## src/rtl/hash_job_ctrl.sv

```systemverilog
// hash_job_ctrl: job sequencer for one heavy_hash + comparator mining lane.
// Loads the 256-bit target into the comparator FIFO (LSW first), starts the
// comparator, issues nonces, counts retired hashes, captures the golden nonce,
// drains the lane through the stop/ack handshake and reports status.
// Optional: HASH_JOB_STOP_WDOG_EN enables a STOP_TO-cycle stop-drain watchdog.
module hash_job_ctrl #(
  parameter int unsigned NONCE_W = 64,
  parameter int unsigned CNT_W   = 32,
  parameter int unsigned STOP_TO = 4096
) (
  input  logic               clk,
  input  logic               rst,
  input  logic               job_valid,
  output logic               job_ready,
  input  logic [255:0]       job_target,
  input  logic [NONCE_W-1:0] job_nonce_start,
  input  logic [CNT_W-1:0]   job_nonce_count,
  input  logic               abort,
  output logic [31:0]        target_data,
  output logic               target_we,
  input  logic               target_full,
  output logic               cmp_start,
  output logic               cmp_stop,
  input  logic               cmp_stop_ack,
  input  logic               core_all_empty,
  input  logic               cmp_result,
  input  logic               hash_retire,
  output logic [NONCE_W-1:0] nonce_data,
  output logic               nonce_valid,
  input  logic               nonce_ready,
  output logic               busy,
  output logic               done,
  output logic               found,
  output logic               aborted,
  output logic               timeout,
  output logic [NONCE_W-1:0] golden_nonce
);

  localparam int unsigned WD_W = $clog2(STOP_TO + 1);

  typedef enum logic [2:0] {
    IDLE,
    LOAD_TGT,
    START,
    RUN,
    STOP_WAIT,
    REPORT
  } state_t;

  state_t             state, state_nx;
  logic [255:0]       tgt_q;
  logic [NONCE_W-1:0] start_q;
  logic [CNT_W-1:0]   count_q;
  logic [CNT_W-1:0]   issued;
  logic [CNT_W-1:0]   retired;
  logic [2:0]         wcnt;
  logic               drain_ok;
  logic               drain_q;
  logic [WD_W-1:0]    wdog;
  logic               wdog_exp;
  logic               set_found;
  logic               set_abort;

  assign job_ready   = (state == IDLE);
  assign busy        = (state != IDLE);
  assign done        = (state == REPORT);
  assign cmp_stop    = (state == STOP_WAIT);
  assign target_data = (state == LOAD_TGT) ? tgt_q[{wcnt, 5'd0} +: 32] : '0;
  assign target_we   = (state == LOAD_TGT) && !target_full && !abort;
  assign cmp_start   = (state == START) && !abort && cmp_stop_ack;
  assign nonce_valid = (state == RUN) && (issued < count_q);
  assign nonce_data  = start_q + NONCE_W'(issued);
  assign drain_ok    = cmp_stop_ack && core_all_empty;

`ifdef HASH_JOB_STOP_WDOG_EN
  assign wdog_exp = (wdog == WD_W'(STOP_TO - 1));
`else
  assign wdog_exp = 1'b0;
`endif

  // Next-state and exit-cause decode; hit outranks abort outranks completion.
  always_comb begin
    state_nx  = state;
    set_found = 1'b0;
    set_abort = 1'b0;
    case (state)
      IDLE: begin
        if (job_valid) state_nx = (job_nonce_count == '0) ? REPORT : LOAD_TGT;
      end
      LOAD_TGT: begin
        if (abort) begin
          set_abort = 1'b1;
          state_nx  = STOP_WAIT;
        end else if (target_we && (wcnt == 3'd7)) begin
          state_nx = START;
        end
      end
      START: begin
        if (abort) begin
          set_abort = 1'b1;
          state_nx  = STOP_WAIT;
        end else if (cmp_stop_ack) begin
          state_nx = RUN;
        end
      end
      RUN: begin
        if (cmp_result) begin
          set_found = 1'b1;
          state_nx  = STOP_WAIT;
        end else if (abort) begin
          set_abort = 1'b1;
          state_nx  = STOP_WAIT;
        end else if (retired == count_q) begin
          state_nx = STOP_WAIT;
        end
      end
      STOP_WAIT: begin
        if ((drain_ok && drain_q) || wdog_exp) state_nx = REPORT;
      end
      REPORT:  state_nx = IDLE;
      default: state_nx = IDLE;
    endcase
  end

  // State register, job latches, counters and sticky status.
  always_ff @(posedge clk) begin
    if (rst) begin
      state        <= IDLE;
      tgt_q        <= '0;
      start_q      <= '0;
      count_q      <= '0;
      issued       <= '0;
      retired      <= '0;
      wcnt         <= '0;
      drain_q      <= 1'b0;
      wdog         <= '0;
      found        <= 1'b0;
      aborted      <= 1'b0;
      timeout      <= 1'b0;
      golden_nonce <= '0;
    end else begin
      state   <= state_nx;
      drain_q <= (state == STOP_WAIT) && drain_ok;
      wdog    <= (state == STOP_WAIT) ? wdog + 1'b1 : '0;
      if (state == IDLE && job_valid) begin
        tgt_q        <= job_target;
        start_q      <= job_nonce_start;
        count_q      <= job_nonce_count;
        issued       <= '0;
        retired      <= '0;
        wcnt         <= '0;
        found        <= 1'b0;
        aborted      <= 1'b0;
        timeout      <= 1'b0;
        golden_nonce <= '0;
      end
      if (target_we) wcnt <= wcnt + 1'b1;
      if (nonce_valid && nonce_ready) issued <= issued + 1'b1;
      if (state == RUN && hash_retire && (retired < count_q)) retired <= retired + 1'b1;
      // Golden nonce uses the registered retire count, so a retire in the
      // same cycle as the first hit is not included.
      if (set_found) begin
        found        <= 1'b1;
        golden_nonce <= start_q + NONCE_W'(retired);
      end
      if (set_abort) aborted <= 1'b1;
      if (state == STOP_WAIT && wdog_exp && !(drain_ok && drain_q)) timeout <= 1'b1;
    end
  end

endmodule

```

## config.mk

```make
export PLATFORM = sky130hd
export DESIGN_NAME = hash_job_ctrl
export DESIGN_NICKNAME = d
export VERILOG_FILES = /design/src/rtl/hash_job_ctrl.sv
export SDC_FILE = /design/constraint.sdc
export NUM_CORES = 1
export LEC_CHECK = 0
export CORE_MARGIN = 4
export CORE_UTILIZATION = 45
export CTS_BUF_LIST = sky130_fd_sc_hd__clkbuf_4
export CTS_CLUSTER_SIZE = 40
export DETAILED_ROUTE_END_ITERATION = 16
export GPL_TIMING_DRIVEN = 0
export PLACE_DENSITY = 0.72
export REMOVE_ABC_BUFFERS = 1
export SETUP_SLACK_MARGIN = 0.4
export SLEW_MARGIN = 0
export SYNTH_ARGS = -nofsm -noshare
export SYNTH_HDL_FRONTEND = slang
export SYNTH_SLANG_ARGS = --single-unit
```

## constraint.sdc

```tcl
create_clock -name clk -period 4.2 [get_ports clk]
set_input_delay 1.26 -clock clk [delete_from_list [all_inputs] [get_ports clk]]
set_output_delay 1.26 -clock clk [all_outputs]
set_load 0.05 [all_outputs]
```

==> run summary <==
Leakage -> 0.01417 uW
WL/cell -> 18.96 um
Antenna Nets Post-Route -> 0
DIE AREA -> 0.06112 mm^2
Mean Syn Cell Area -> 8.027 um^2
Most frequent cells in the layout -> 836 x nand2_1, 456 x a21oi_1, 442 x dfxtp_1
Mapped Area -> 0.02575 mm^2
FF-to-FF Start -> start_q[0]$_SDFFE_PP0P_
TritonCTS Buffers -> 137
Min Tclk post-route -> 5.156 ns
Iteration-0 DRC Markers -> 1517
Violated checks -> negative setup slack
CP Launch Type -> flip-flop
I/O pin count -> 532
Max-cap violations -> 0
Hold Path Class -> flip-flop to flip-flop
Global-route wire length before repair -> 132700 um
CTS Sinks -> 489
Post-layout util -> 63.43%
Most common cell after layout, fill and taps aside -> nand2_1
Worst Tran Pin Value -> 1.298 ns
Final nets -> 4290
CTS Buffer Depth -> 3
Combinational power share -> 23.0%
CTS tree -> done
Outcome -> finished, violations left
Share of the synthesized area in the top cell type -> 38.01%
CP Class -> flip-flop to primary output
Fin. Hold Viols -> 0
Power per cell area -> 364.2 mW/mm^2
Predominant post-synthesis flop cell -> dfxtp_1
Dpl cell area -> 0.03190 mm^2
Crit. End Element -> primary output
Total track usage -> 27.42%
# DRC -> 0
Skew final -> 0.04503 ns
Post-synthesis sequential area ratio -> 38.01%
Initial antenna violation count -> 26
Worst skew pair latency -> 0.96 ns
GR Overflow Total -> 0
Hold Slack -> 0.4478 ns
Max-slew violation count -> 0
CP Max Fanout -> 8
Placer congestion estimate -> 0.8812
Slew Limit Headroom -> 13.14%
Number of synthesized flops with an enable pin -> 0
Fill count -> 4840
Initial Util -> 45.58%
Die width -> 247.2 um
Vias in the first global route -> 24360
Worst path required time -> 2.94 ns
Hold_buf cts -> 0
Final setup viols -> 57
Cell taking the most area after synthesis -> dfxtp_1
Cell Int Power -> 9009 uW
Register share of total power -> 40.2%
#FFs+latches synth -> 489
Pre-CTS setup slack -> -1.710 ns
Worst-path clk slew -> 0.07 ns
Share of layout cells above drive strength 1 -> 18.66%
Die Height -> 247.2 um
Maximum VDD drop -> 0.2962 mV
Setup WS post-layout -> -0.9559 ns
CP startpoint -> issued[0]$_SDFFE_PP0P_
Core Area -> 0.05650 mm^2
Post-route cell area -> 0.03583 mm^2
Ys async rst share -> 0%
Post-synthesis cell count -> 3208
Largest cells by area after synthesis -> dfxtp_1 38%, nand2_1 12%, a21oi_1 9.0%
Period utilization -> 122.8%
Arr. time, crit path -> 3.90 ns
Sw power -> 4042 uW
Vias per inst -> 5.462
Hpwl dp -> 61840 um
RSZ-0062 raised after global routing -> true
Netlist cell types -> 85
Depth of the CTS H-tree -> 4
Worst hold start -> golden_nonce[60]$_SDFFE_PP0P_
Switching Share -> 30.97%
Routed wire length -> 88370 um
Number of core rows -> 87
IO buf count -> 530
Max Clock Freq -> 194.0 MHz
Clock Power Share -> 36.7%
Warnings from Yosys -> 0
DRT Pass-1 Iters -> 10
Via count -> 25450
Area grow syn2layout -> 39.15%
Pin count of the biggest net entering global routing -> 122
Clk root buf -> clkbuf_4
[per-stage QoR]
stage	std cells	power [uW]	TNS [ns]
global route	4652	13690	-46.66
CTS	4609	13060	-40.72
finish	4660	13050	-35.21
global placement	4279	7644	-
floorplan	2993	7085	-6162.83
detailed placement	4321	8122	-92.97
[synth_stat cells (11+ instances only)]
cell type and instances:
nand2_1 838, dfxtp_1 489, a21oi_1 463, clkbuf_1 174, ha_1 131, nor2_1 124
nand3_1 92, o21ai_0 89, xnor2_1 79, a21o_1 67, mux4_2 64, inv_1 54
nand4_1 51, xor2_1 50, and3_1 44, mux2i_1 42, nand2b_1 38, nor3_1 37
buf_2 20, buf_1 16, o21ai_1 16, o21a_1 14, a31oi_1 12, nor2b_1 12
a22o_1 11, and2_1 11, nor4_1 11
[per-layer routing]
metal | vias up | GRT usage, % | part of all wire (%)
met5 | - | 0 | 0.20
met4 | 28 | 11.40 | 3.5
met3 | 206 | 9.879 | 9.4
met2 | 957 | 45.17 | 47
met1 | 11890 | 32.46 | 39
li1 | 12370 | - | -
[cells by family after synthesis]
family / synth area share [%]
fa+ha+maj: 6.520
mux: 7.492
other cells: 0.01456
buf+inv: 4.135
xor+xnor: 4.514
simple gates: 22.45
compound gates: 16.86
flops: 38.01
[critical path, stage by stage, from the launching register on]
cell	delay, ns
dfxtp_4	0.37
ha_4	0.15
fa_2	0.24
a211oi_4	0.07
o21ai_2	0.17
and3_4	0.23
o21ai_4	0.07
a311oi_4	0.33
a21oi_4	0.14
o41a_4	0.56
nor2_2	0.15
xor2_1	0.22
buf_4	0.24
[timing repair]
action	4_1_cts	5_1_grt
pin swaps	37	45
setup endpoints to repair	130	164
cloned	7	4
resized for setup	793	106
buffers inserted	47	33
[sequential cells by signal, indices dropped and copies added, names as in the netlist]
register	flops
aborted	1
wcnt	3
state	3
drain_q	1
count_q	32
issued	32
found	1
golden_nonce	64
retired	32
tgt_q	256
start_q	64
[area by class of cell]
cell class	count	area (um^2)	share of cell area, %
timing repair buffer	660	7047	19.67
multi-input combinational	2453	15830	44.19
inverter	54	205.2	0.5726
sequential	489	9893	27.61
clock inverter	29	334.1	0.9323
antenna	14	35.03	0.09777
tap	756	945.9	2.640
clock buffer	205	1539	4.295
[power groups by stage]
| stage | Combinational (uW) | Sequential, uW | Clock (uW) |
|---|---|---|---|
| detailed placement | 2770 | 5360 | 0 |
| global route | 3260 | 5290 | 5140 |
| finish | 3010 | 5250 | 4790 |
| global placement | 2450 | 5200 | 0 |
| CTS | 2910 | 5240 | 4900 |
| floorplan | 1830 | 5250 | 0 |
[worst paths after layout]
kind	to	cells past startpoint	slack [ns]
setup reg to reg	golden_nonce[36]$_SDFFE_PP0P_	13	0.73
hold / removal	golden_nonce[60]$_SDFFE_PP0P_	2	0.45
hold reg to reg	golden_nonce[60]$_SDFFE_PP0P_	2	0.45
setup / recovery	nonce_data[48]	12	-0.96
Power figures use the tool's default switching activity.
